===== config.mk =====
export PLATFORM = sky130hd
export DESIGN_NAME = mem_port_arbiter
export DESIGN_NICKNAME = d
export VERILOG_FILES = /design/src/rtl/mem_port_arbiter.sv
export SDC_FILE = /design/constraint.sdc
export NUM_CORES = 1
export LEC_CHECK = 0
export BUFFER_PORTS_ARGS = -buffer_cell sky130_fd_sc_hd__buf_2
export CAP_MARGIN = 20
export CORE_MARGIN = 8
export CORE_UTILIZATION = 45
export DETAILED_ROUTE_END_ITERATION = 7
export GPL_TIMING_DRIVEN = 0
export PLACE_DENSITY = 0.87
export SLEW_MARGIN = 20
export SYNTH_ARGS = -nofsm -noshare
export SYNTH_HDL_FRONTEND = slang
export SYNTH_SLANG_ARGS = --single-unit

===== constraint.sdc =====
create_clock -name clk -period 4.1 [get_ports clk]
set_clock_uncertainty 0.15 [all_clocks]
set_input_delay 0.615 -clock clk [delete_from_list [all_inputs] [get_ports clk]]
set_output_delay 0.615 -clock clk [all_outputs]
set_load 0.05 [all_outputs]

===== src/rtl/mem_port_arbiter.sv =====
// Round-robin arbiter sharing one RAM port between three requesters.
// Issues at most one registered access per cycle and steers 1-cycle read data back to its issuer.
module mem_port_arbiter #(
    parameter int RAM_WIDTH     = 16,
    parameter int RAM_ADDR_BITS = 15
) (
    input  logic                       clk,
    input  logic                       reset,
    input  logic [2:0]                 req,
    input  logic [2:0]                 req_we,
    input  logic [3*RAM_ADDR_BITS-1:0] req_addr,
    input  logic [3*RAM_WIDTH-1:0]     req_wdata,
    output logic [2:0]                 gnt,
    output logic [2:0]                 rvalid,
    output logic [RAM_WIDTH-1:0]       rdata,
    output logic                       mem_en,
    output logic                       mem_we,
    output logic [RAM_ADDR_BITS-1:0]   mem_addr,
    output logic [RAM_WIDTH-1:0]       mem_din,
    input  logic [RAM_WIDTH-1:0]       mem_dout
);

    logic [1:0]               r_ptr;
    logic [2:0]               r_gnt;
    logic                     r_mem_en;
    logic                     r_mem_we;
    logic [RAM_ADDR_BITS-1:0] r_mem_addr;
    logic [RAM_WIDTH-1:0]     r_mem_din;
    logic [2:0]               r_rvalid;

    logic [2:0]               w_elig;
    logic                     w_win_vld;
    logic [1:0]               w_win_idx;
    logic [2:0]               w_win_onehot;
    logic [1:0]               w_ptr_nxt;
    logic                     w_sel_we;
    logic [RAM_ADDR_BITS-1:0] w_sel_addr;
    logic [RAM_WIDTH-1:0]     w_sel_wdata;

    // The requester granted this cycle still shows req high; masking it avoids a double grant.
    assign w_elig    = req & ~r_gnt;
    assign w_win_vld = |w_elig;

    always_comb begin
        w_win_idx = 2'd0;
        case (r_ptr)
            2'd1: begin
                if (w_elig[1])      w_win_idx = 2'd1;
                else if (w_elig[2]) w_win_idx = 2'd2;
                else                w_win_idx = 2'd0;
            end
            2'd2: begin
                if (w_elig[2])      w_win_idx = 2'd2;
                else if (w_elig[0]) w_win_idx = 2'd0;
                else                w_win_idx = 2'd1;
            end
            default: begin
                if (w_elig[0])      w_win_idx = 2'd0;
                else if (w_elig[1]) w_win_idx = 2'd1;
                else                w_win_idx = 2'd2;
            end
        endcase
    end

    always_comb begin
        w_sel_we    = 1'b0;
        w_sel_addr  = '0;
        w_sel_wdata = '0;
        case (w_win_idx)
            2'd1: begin
                w_sel_we    = req_we[1];
                w_sel_addr  = req_addr[RAM_ADDR_BITS +: RAM_ADDR_BITS];
                w_sel_wdata = req_wdata[RAM_WIDTH +: RAM_WIDTH];
            end
            2'd2: begin
                w_sel_we    = req_we[2];
                w_sel_addr  = req_addr[2*RAM_ADDR_BITS +: RAM_ADDR_BITS];
                w_sel_wdata = req_wdata[2*RAM_WIDTH +: RAM_WIDTH];
            end
            default: begin
                w_sel_we    = req_we[0];
                w_sel_addr  = req_addr[0 +: RAM_ADDR_BITS];
                w_sel_wdata = req_wdata[0 +: RAM_WIDTH];
            end
        endcase
    end

    assign w_win_onehot = 3'b001 << w_win_idx;
    assign w_ptr_nxt    = (w_win_idx == 2'd2) ? 2'd0 : w_win_idx + 2'd1;

    always_ff @(posedge clk or negedge reset) begin
        if (!reset) begin
            r_ptr      <= 2'd0;
            r_gnt      <= 3'b000;
            r_mem_en   <= 1'b0;
            r_mem_we   <= 1'b0;
            r_mem_addr <= '0;
            r_mem_din  <= '0;
            r_rvalid   <= 3'b000;
        end else begin
            r_gnt    <= w_win_vld ? w_win_onehot : 3'b000;
            r_mem_en <= w_win_vld;
            r_mem_we <= w_win_vld & w_sel_we;
            if (w_win_vld) begin
                r_mem_addr <= w_sel_addr;
                r_mem_din  <= w_sel_wdata;
                r_ptr      <= w_ptr_nxt;
            end
            // The one-hot grant of a read issue doubles as the return tag for the next cycle.
            r_rvalid <= (r_mem_en && !r_mem_we) ? r_gnt : 3'b000;
        end
    end

    assign gnt      = r_gnt;
    assign rvalid   = r_rvalid;
    assign rdata    = mem_dout;
    assign mem_en   = r_mem_en;
    assign mem_we   = r_mem_we;
    assign mem_addr = r_mem_addr;
    assign mem_din  = r_mem_din;

endmodule


# After elaboration in Yosys (flattened, before gate mapping)
# Cells that the tools add are included.
[op_classes]
reduce_logical = 3
n_mul = 0
shift = 1
div = 0
magnitude_cmp = 0
eq_ne = 4
n_bitwise = 3
addsub = 1
n_mux = 13
[op_table]
columns = ["cell", "count"]
rows = [
  ["case mux 16 bit (2 select lines)", 1],
  ["case mux 15 bit (2 select lines)", 1],
  ["2-to-1 mux 2 bit", 6],
  ["2-to-1 mux 3 bit", 2],
  ["equality test 2 x 1 -> 1 bit (second input constant)", 2],
  ["equality test 2 bit (second input constant)", 2],
  ["case mux 2 bit (2 select lines)", 1],
  ["bitwise AND 3 bit", 1],
  ["inverter 3 bit", 1],
  ["OR reduction 3 bit", 1],
  ["left shift 1 x 2 -> 3 bit (first input constant)", 1],
  ["adder 2 x 1 -> 2 bit (second input constant)", 1],
  ["case mux 1 bit (2 select lines)", 1],
  ["bitwise AND 1 bit", 1],
  ["logical AND 1 bit", 1],
  ["zero test 1 bit", 1],
  ["2-to-1 mux 1 bit", 1],
]
[word_totals]
n_memories = 0
regBits = 41
elab_cells = 32
output_inout_bits = 55
romBits = 0
ramBits = 0
latch_bits = 0
in_bits = 117

# Longest topological paths before layout
# Gate-level depths: netlist of the first run.
[logic_depth]
word_depth = 8
mapped_depth = 10
depth_no_buf = 8

# Worst setup path before layout of the first run
# Ideal clock, no wire load.
[synth_timing]
kind = "register to register"
startpoint = "register r_gnt[1], in the netlist gnt[1]"
endpoint = "register r_mem_addr[0], in the netlist mem_addr[0]"
slack_ps = 1512
setup_ps = 125
arrival_ps = 2313
n_path_buf = 2
synth_period_minus_slack_ps = 2588
t_required_ps = 3825
stages_incl_launch_ff = 9
cell_sequence = "dfrtp_1 > nand2b_4 > a21oi_1 > o31a_1 > ha_1 > buf_2 > buf_1 > a21oi_1 > mux2_4"
[synth_between]
elab_chain_cells = 7
word_cells_on_any_way = 10
cone_classes = "2 x eq/ne; 5 x mux; 2 x bitwise; 1 x reduce/logical"
[synth_rtl]
columns = ["item", "line", "source"]
rows = [
  ["from (decl)", "24", "logic [2:0] r_gnt;"],
  ["from (signal assigned)", "101", "r_gnt <= w_win_vld ? w_win_onehot : 3'b000;"],
  ["inverter 3 bit *", "41", "assign w_elig = req & ~r_gnt;"],
  ["bitwise AND 3 bit *", "41", ""],
  ["2-to-1 mux 2 bit", "59", "else if (w_elig[1]) w_win_idx = 2'd1;"],
  ["2-to-1 mux 2 bit", "58", "if (w_elig[0]) w_win_idx = 2'd0;"],
  ["case mux 2 bit (2 select lines)", "46", "case (r_ptr)"],
  ["equality test 2 bit or equality test 2 x 1 -> 1 bit (tied branches)", "69", "case (w_win_idx)"],
  ["case mux 15 bit (2 select lines)", "69", ""],
  ["to (signal assigned)", "105", "r_mem_addr <= w_sel_addr;"],
  ["to (decl)", "27", "logic [RAM_ADDR_BITS-1:0] r_mem_addr;"],
]
# Every way passes the cells marked *; elsewhere a longest branch is shown, timed or not.
# A chain may end at the register's enable or synchronous reset.

# Worst setup path in the final report of the first run
[layout_timing]
startpoint = "register r_ptr[0]"
endpoint = "register r_mem_addr[7], in the netlist mem_addr[7]"
[layout_between]
elab_chain_cells = 4
word_cells_on_any_way = 6
cone_classes = "4 x eq/ne; 2 x mux"
[layout_rtl]
columns = ["item", "line", "source"]
rows = [
  ["from (decl)", "23", "logic [1:0] r_ptr;"],
  ["from (signal assigned)", "107", "r_ptr <= w_ptr_nxt;"],
  ["equality test 2 bit or equality test 2 x 1 -> 1 bit (tied branches)", "46", ""],
  ["case mux 2 bit (2 select lines) *", "46", ""],
  ["equality test 2 bit or equality test 2 x 1 -> 1 bit (tied branches)", "69", ""],
  ["case mux 15 bit (2 select lines) *", "69", ""],
]
# Marked as above.

==> results of run 1 <==
-- synthesized netlist by cell type --
library cell / number / share of area, %
a22oi_1: 32 / 9.8
a32oi_1: 1 / 0.36
nand2_1: 1 / 0.15
o211a_1: 1 / 0.41
buf_1: 4 / 0.61
buf_2: 9 / 1.8
and2_1: 6 / 1.5
ha_1: 7 / 3.6
o21ai_0: 1 / 0.20
mux2_4: 15 / 9.2
nor2_1: 31 / 4.7
nor2b_1: 2 / 0.51
a21oi_1: 32 / 6.5
o21a_1: 1 / 0.31
o31a_1: 1 / 0.36
buf_4: 16 / 4.9
dfrtp_1: 41 / 42
mux2_2: 18 / 8.3
o31ai_1: 1 / 0.31
buf_6: 3 / 1.4
clkbuf_1: 3 / 0.46
nand3_2: 1 / 0.41
inv_1: 2 / 0.31
nand3_1: 2 / 0.41
nand2b_4: 3 / 1.7
-- power by group through the flow --
stage / logic [W] / registers [W] / clock network (W)
2_1_floorplan: 0.00143 / 0.00137 / 0
3_3_place_gp: 0.00262 / 0.000715 / 0
3_5_place_dp: 0.00270 / 0.000720 / 0
4_1_cts: 0.00271 / 0.000717 / 0.000300
5_1_grt: 0.00291 / 0.000745 / 0.000316
6_report: 0.00268 / 0.000718 / 0.000289
-- area by class of cell --
type,count,area share (%)
Clock buffer,7,2.816
Buffer,35,6.584
Sequential cell,41,29.99
Timing Repair Buffer,155,22.68
Multi-Input combinational cell,156,34.93
Tap cell,72,2.634
Clock inverter,1,0.1463
Inverter,2,0.2195
-- registers in the layout (all words and copies together) (netlist names) --
name      count
mem_din      16
mem_addr     15
gnt           3
rvalid        3
r_ptr         2
mem_en        1
mem_we        1
-- routing by layer --
| layer | vias to the layer above | track usage, % |
|---|---|---|
| li1 | 1140 | - |
| met1 | 1110 | 18.94 |
| met2 | 110 | 34.91 |
| met3 | 13 | 6.151 |
| met4 | 0 | 5.501 |
| met5 | - | 0 |
-- worst max-delay path by stage --
stage / startpoint / endpoint / slack (ns) / depth (start not counted)
2_1_floorplan: gnt[1] / mem_addr[0] / 1.51 / 8
3_3_place_gp: req[1] / mem_addr[12] / 1.30 / 9
3_5_place_dp: req[1] / mem_addr[7] / 1.22 / 9
4_1_cts: r_ptr[0] / mem_addr[7] / 1.27 / 8
5_1_grt: r_ptr[0] / mem_addr[7] / 1.12 / 8
6_report: r_ptr[0] / mem_addr[7] / 1.31 / 8
-- stage by stage --
stage	util, %	total power (W)	worst slack, ns	instances
global placement	61.80	0.003338	1.298	461
global route	63.69	0.003966	1.121	469
finish	63.69	0.003688	1.311	469
detailed placement	61.80	0.003421	1.215	461
CTS	63.69	0.003723	1.275	469
floorplan	-	0.002799	1.512	234
-- placed cells by master (no fill, tap or decap), drive strengths merged, types with 2 or more instances in the layout --
cell type / netlist / final
buf: 32 / 187
nor2b: 2 / 2
mux2: 33 / 33
a21oi: 32 / 32
nor2: 31 / 31
ha: 7 / 7
nand3: 3 / 3
dfrtp: 41 / 41
and2: 6 / 6
clkbuf: 3 / 10
inv: 2 / 2
a22oi: 32 / 32
nand2b: 3 / 3
-- cells by family (layout without fill, tap and decap cells) --
kind of cell | count (synthesis) | in the layout
AOI/OAI and AO/OA | 70 | 70
and+or+nand+nor | 46 | 46
DFF | 41 | 41
buffers and inverters | 37 | 200
muxes | 33 | 33
adders and majority gates | 7 | 7
-- worst max-delay path, delay by kind of cell, from the launching register on --
| kind | cells | cell delay (ns) |
|---|---|---|
| adder cells (fa/ha/maj) | 2 | 0.65 |
| AO/OA/AOI/OAI | 2 | 0.53 |
| buffers and inverters | 3 | 0.67 |
| flip-flops | 1 | 0.38 |
| multiplexers | 1 | 0.28 |
==> flow_summary.json, run 1 <==
{
  "num_io_pins": 172,
  "timing.rr.end": "mem_addr[7]",
  "clk_latency_ns": 0.29,
  "drv_slew": 0,
  "ff2ff_path_depth": 8,
  "synthDistinctLibCells": 25,
  "die_w_um": 89.84,
  "r2r_start": "r_ptr[0]",
  "combPwrFrac_pct": 72.7,
  "vdd_drop_max_v": 0.0005444,
  "required_ns": 4.13,
  "highest_layer": "met4",
  "yosysWarnings": 0,
  "cts_sinks": 41,
  "outcome": "finished clean",
  "grtUsageTotal_pct": 18.61,
  "antenna_left": 0,
  "grt_pass1_wl_um": 12480,
  "dr_wl_met2_um": 4001,
  "hold_viol_final": 0,
  "route.met3.wl_um": 600,
  "clock-root-buffer": "clkbuf_8",
  "wl_um": 7589,
  "period_minus_slack_ns": 2.789,
  "place_area_um2": 3319,
  "cts.path.max_buffers": 2,
  "timing.final.crit_share_pct": 68.03,
  "wl_met1_um": 2878,
  "slowest_delay_ns": 0.41,
  "slew_headroom_pct": 38.89,
  "dieArea_um2": 8071,
  "drt-pass1-iter-count": 4,
  "grt_pass1_vias": 2645,
  "cp-end-kind": "flop",
  "crit_path_cell_trace": "inv_1 > ha_1 > o31a_1 > ha_1 > buf_2 > clkbuf_1 > a21oi_1 > mux2_4",
  "reg2reg_slack_ns": 1.31,
  "fillers": 454,
  "crit_top_cell": "ha_1",
  "hold_class": "input pin to asynchronous set/reset pin",
  "postCtsSetupRepairBufs": 0,
  "syn_area_per_cell_um2": 10.49,
  "clkTransAtPathRegs_ns": 0.08,
  "cp-start-kind": "flop",
  "wl_per_cell_um": 16.18,
  "dr.first_iter.drc_count": 70,
  "max_cap_violations": 0,
  "synthAdderAreaFrac_pct": 3.570,
  "cts_hold_buf": 0,
  "numCtsBuffers": 5,
  "drc_errors": 0,
  "seqCellArea_um2": 1026,
  "setup_tns_ns": 0,
  "fp-row-count": 27,
  "synthXorXnorAreaFrac_pct": 0,
  "syn_area_um2": 2454,
  "die_h_um": 89.84,
  "syn_nets": 358,
  "rsz0062_at_grt": "no",
  "syn_inst": 234,
  "final_layout_size_suffix_gt1_share_pct": 57.43,
  "fin_hold_ws_ns": 0.3044,
  "sw_frac_of_total_pct": 51.61,
  "synth-simple-area-share_pct": 9.434,
  "p_int_w": 0.001785,
  "synth-seq-cells": 41,
  "pwr-share-clk_pct": 7.8,
  "via_per_inst": 5.060,
  "setup_violations": 0,
  "synth-compound-area-share_pct": 18.26,
  "areaGrowthSynthToFinish_pct": 39.42,
  "cts_tree": "yes",
  "synth_top_family_by_area": "compound AO/OA/AOI/OAI gates",
  "critPathKind": "flop to flop",
  "hpwl_um": 6024,
  "fmax_ghz": 0.3585,
  "place.gp.congestion": 0.7634,
  "start_util_pct": 45.68,
  "p_leak_nw": 1.802,
  "power_frac_seq_pct": 19.5,
  "worst_pin_slew_ns": 0.9166,
  "grt_max_degree": 42,
  "cts_resized": 0,
  "ys_seq_area_share_pct": 41.82,
  "switchingPower_w": 0.001903,
  "routed-via-count": 2373,
  "crit_arrival_ns": 2.82,
  "portBuffers": 155,
  "cts_htree_levels": 2,
  "pwr_density_cell_nw_per_um2": 1078,
  "antenna_found_initial": 0,
  "grt-ovfl-total": 0,
  "crit_fanout": 10,
  "multiInputGateArea_um2": 1195,
  "cp_slowest_cell": "clkbuf_1",
  "final_area_um2": 3421,
  "antenna_cells": 0,
  "nets": 520,
  "muxShareOfSynthArea_pct": 17.44,
  "coreArea_um2": 5371
}
(Power assumes the default switching activity.)
==> run 2: changes to the inputs <==
- ABC_AREA: not set -> 1
- CORE_UTILIZATION: 45 -> 39
- PLACE_DENSITY: 0.87 -> 0.77
- clock period: 4.1 -> 2.4 ns (I/O delays scaled with it)
==> run 2 against run 1 <==
  * Combinational power rose by 72%
  * Design area is 9.5% higher
  * Clock power is 120% higher
  * Critical path depth is 4 higher
  * Utilization shrank 8.3 points
  * Final cell count up 27%
  * Hold slack worse by 0.26 ns
  * Setup slack got worse by 1.2 ns
  * Largest cell class unchanged
==> flow_summary.json, run 2 <==
{
  "outcome": "finished clean",
  "cts_tree": "yes",
  "via_per_inst": 4.684,
  "final_cell_mix": "buf_2 (157), nand2_1 (110), nand3_1 (65)",
  "numCtsBuffers": 5,
  "vdd_drop_max_v": 0.0007780,
  "start_util_pct": 40.07,
  "slew_headroom_pct": 39.17,
  "drt-pass1-iter-count": 4,
  "crit_arrival_ns": 2.28,
  "coreArea_um2": 6756,
  "setup_slack_ns": 0.1504,
  "reg2reg_slack_ns": 0.15,
  "p_leak_nw": 2.055,
  "largest_register_ffs": 16,
  "dieArea_um2": 9864,
  "ff2ff_path_depth": 12,
  "routed-via-count": 2782,
  "syn_nets": 475,
  "cts.path.max_buffers": 2,
  "fmax_ghz": 0.4445,
  "clkTransAtPathRegs_ns": 0.08,
  "synthArstFlopShare_pct": 100.0,
  "critPathKind": "flop to flop",
  "grtUsageTotal_pct": 16.40,
  "antenna_left": 0,
  "drc_errors": 0,
  "drv_slew": 0,
  "grt-ovfl-total": 0,
  "synthDistinctLibCells": 22,
  "synthTopCellsByArea": "dfrtp_1 (38%), nand2_1 (15%), nand3_1 (12%)",
  "synth-simple-area-share_pct": 43.44,
  "yosysWarnings": 0,
  "synthFlopType": "dfrtp_1",
  "syn_inst": 351,
  "pwr_density_cell_nw_per_um2": 1741,
  "period_minus_slack_ns": 2.250,
  "crit_fanout": 10,
  "synthXorXnorAreaFrac_pct": 0,
  "grt_pass1_wl_um": 13280,
  "clk_latency_ns": 0.29,
  "antenna_cells": 0,
  "syn_area_per_cell_um2": 7.714,
  "setup_violations": 0,
  "portBuffers": 155,
  "die_h_um": 99.32,
  "synthMostInstantiatedCell": "nand2_1",
  "final_layout_size_suffix_gt1_share_pct": 47.86,
  "yosysTopAreaCell": "dfrtp_1",
  "rsz0062_at_grt": "no",
  "areaGrowthSynthToFinish_pct": 38.31,
  "synth_top_area_share_pct": 37.89,
  "preCtsSetupSlack_ns": -0.02304,
  "postCtsSetupRepairBufs": 0,
  "final_common_cell": "buf_2",
  "hold_viol_final": 0,
  "wl_met1_um": 3397,
  "cp-start-kind": "flop",
  "muxShareOfSynthArea_pct": 0,
  "nets": 637,
  "required_ns": 2.43,
  "max_cap_violations": 0,
  "timing.final.crit_share_pct": 93.73,
  "synthAdderAreaFrac_pct": 3.235,
  "highest_layer": "met4",
  "synth_top_family_by_area": "simple AND/OR/NAND/NOR gates",
  "cp-end-kind": "flop",
  "antenna_found_initial": 0,
  "synth-compound-area-share_pct": 1.017,
  "setup_tns_ns": 0,
  "syn_area_um2": 2708,
  "grt_max_degree": 42,
  "dr.first_iter.drc_count": 98,
  "synth-seq-cells": 41,
  "dr_wl_met2_um": 3973,
  "cts_htree_levels": 2,
  "route.met3.wl_um": 663,
  "num_io_pins": 172,
  "wl_per_cell_um": 13.72,
  "grt_pass1_vias": 2908,
  "die_w_um": 99.32,
  "r2r_start": "r_ptr[0]",
  "hpwl_um": 6524,
  "wl_um": 8150,
  "timing.rr.end": "mem_din[12]",
  "synth_edf_count": 0,
  "hold_class": "input pin to asynchronous set/reset pin",
  "yosys-top-cells-count": "nand2_1 (110), nand3_1 (65), dfrtp_1 (41)",
  "fp-row-count": 30,
  "place.gp.congestion": 0.7658,
  "worst_pin_slew_ns": 0.9124,
  "clock-root-buffer": "clkbuf_8",
  "cts_sinks": 41,
  "ys_seq_area_share_pct": 37.89
}
run 2: stage by stage:
step	instances	cell area, um2	total power (W)	hold slack (ns)	utilization (%)
3_3_place_gp	586	3583	0.005773	0.3155	53.04
2_1_floorplan	351	2708	0.004783	-0.08559	-
6_report	594	3745	0.006518	0.04556	55.43
5_1_grt	594	3745	0.007075	0.1224	55.43
4_1_cts	594	3717	0.006544	0.07518	55.02
3_5_place_dp	586	3583	0.005871	0.3209	53.04
run 2: routing by layer:
layer | track usage [%] | vias up
met3 | 6.215 | 10
met1 | 17.92 | 1262
met2 | 28.93 | 111
met5 | 0 | -
met4 | 4.424 | 0
li1 | - | 1399
run 2: timing repair:
action / in CTS / in global routing
pin swaps: 0 / 1
endpoints found under the setup margin: 29 / 32
hold buffers: 0 / 0
gates resized for setup: 1 / 7
run 2: worst max path at each step:
stage | start | to | slack (ns) | cells after the start
after floorplan | gnt[1] | mem_addr[10] | 0.07 | 12
after global placement | r_ptr[0] | mem_addr[13] | 0.07 | 11
after detailed placement | r_ptr[0] | mem_addr[8] | -0.02 | 11
after CTS | r_ptr[0] | mem_addr[11] | 0.03 | 12
after global routing | r_ptr[0] | mem_din[12] | 0.003 | 12
final | r_ptr[0] | mem_din[12] | 0.15 | 12
run 2: worst max-delay path, stage by stage (launching register included):
cell and delay, ns:
dfrtp_1 0.39, inv_1 0.12, ha_4 0.22, nor2_1 0.09, nand2_1 0.07, o21ai_2 0.08, inv_2 0.08, ha_1 0.28
buf_6 0.15, buf_6 0.13, or2_0 0.22, nand3_1 0.09, nand2_1 0.06
run 2: area by class of cell:
class                      instances  area [um2]
sequential                        41        1026
multi-input combinational        256        1311
buffer                            38       332.8
clock inverter                     3       65.06
timing repair buffer             155       775.7
fill                             641        3012
tap                               80       100.1
inverter                          16       65.06
clock buffer                       5       68.82
run 2: logic make-up after synthesis:
logic type | count (synthesis)
adders and majority gates | 7
and+or+nand+nor | 244
buffers and inverters | 54
AOI/OAI and AO/OA | 5
DFF | 41
run 2: power breakdown:
part / total, W / internal (W) / switching (W)
Sequential: 0.00126 / 0.00106 / 0.000201
Clock: 0.000646 / 0.000413 / 0.000233
Combinational: 0.00462 / 0.00158 / 0.00303
Total: 0.00652 / 0.00305 / 0.00347
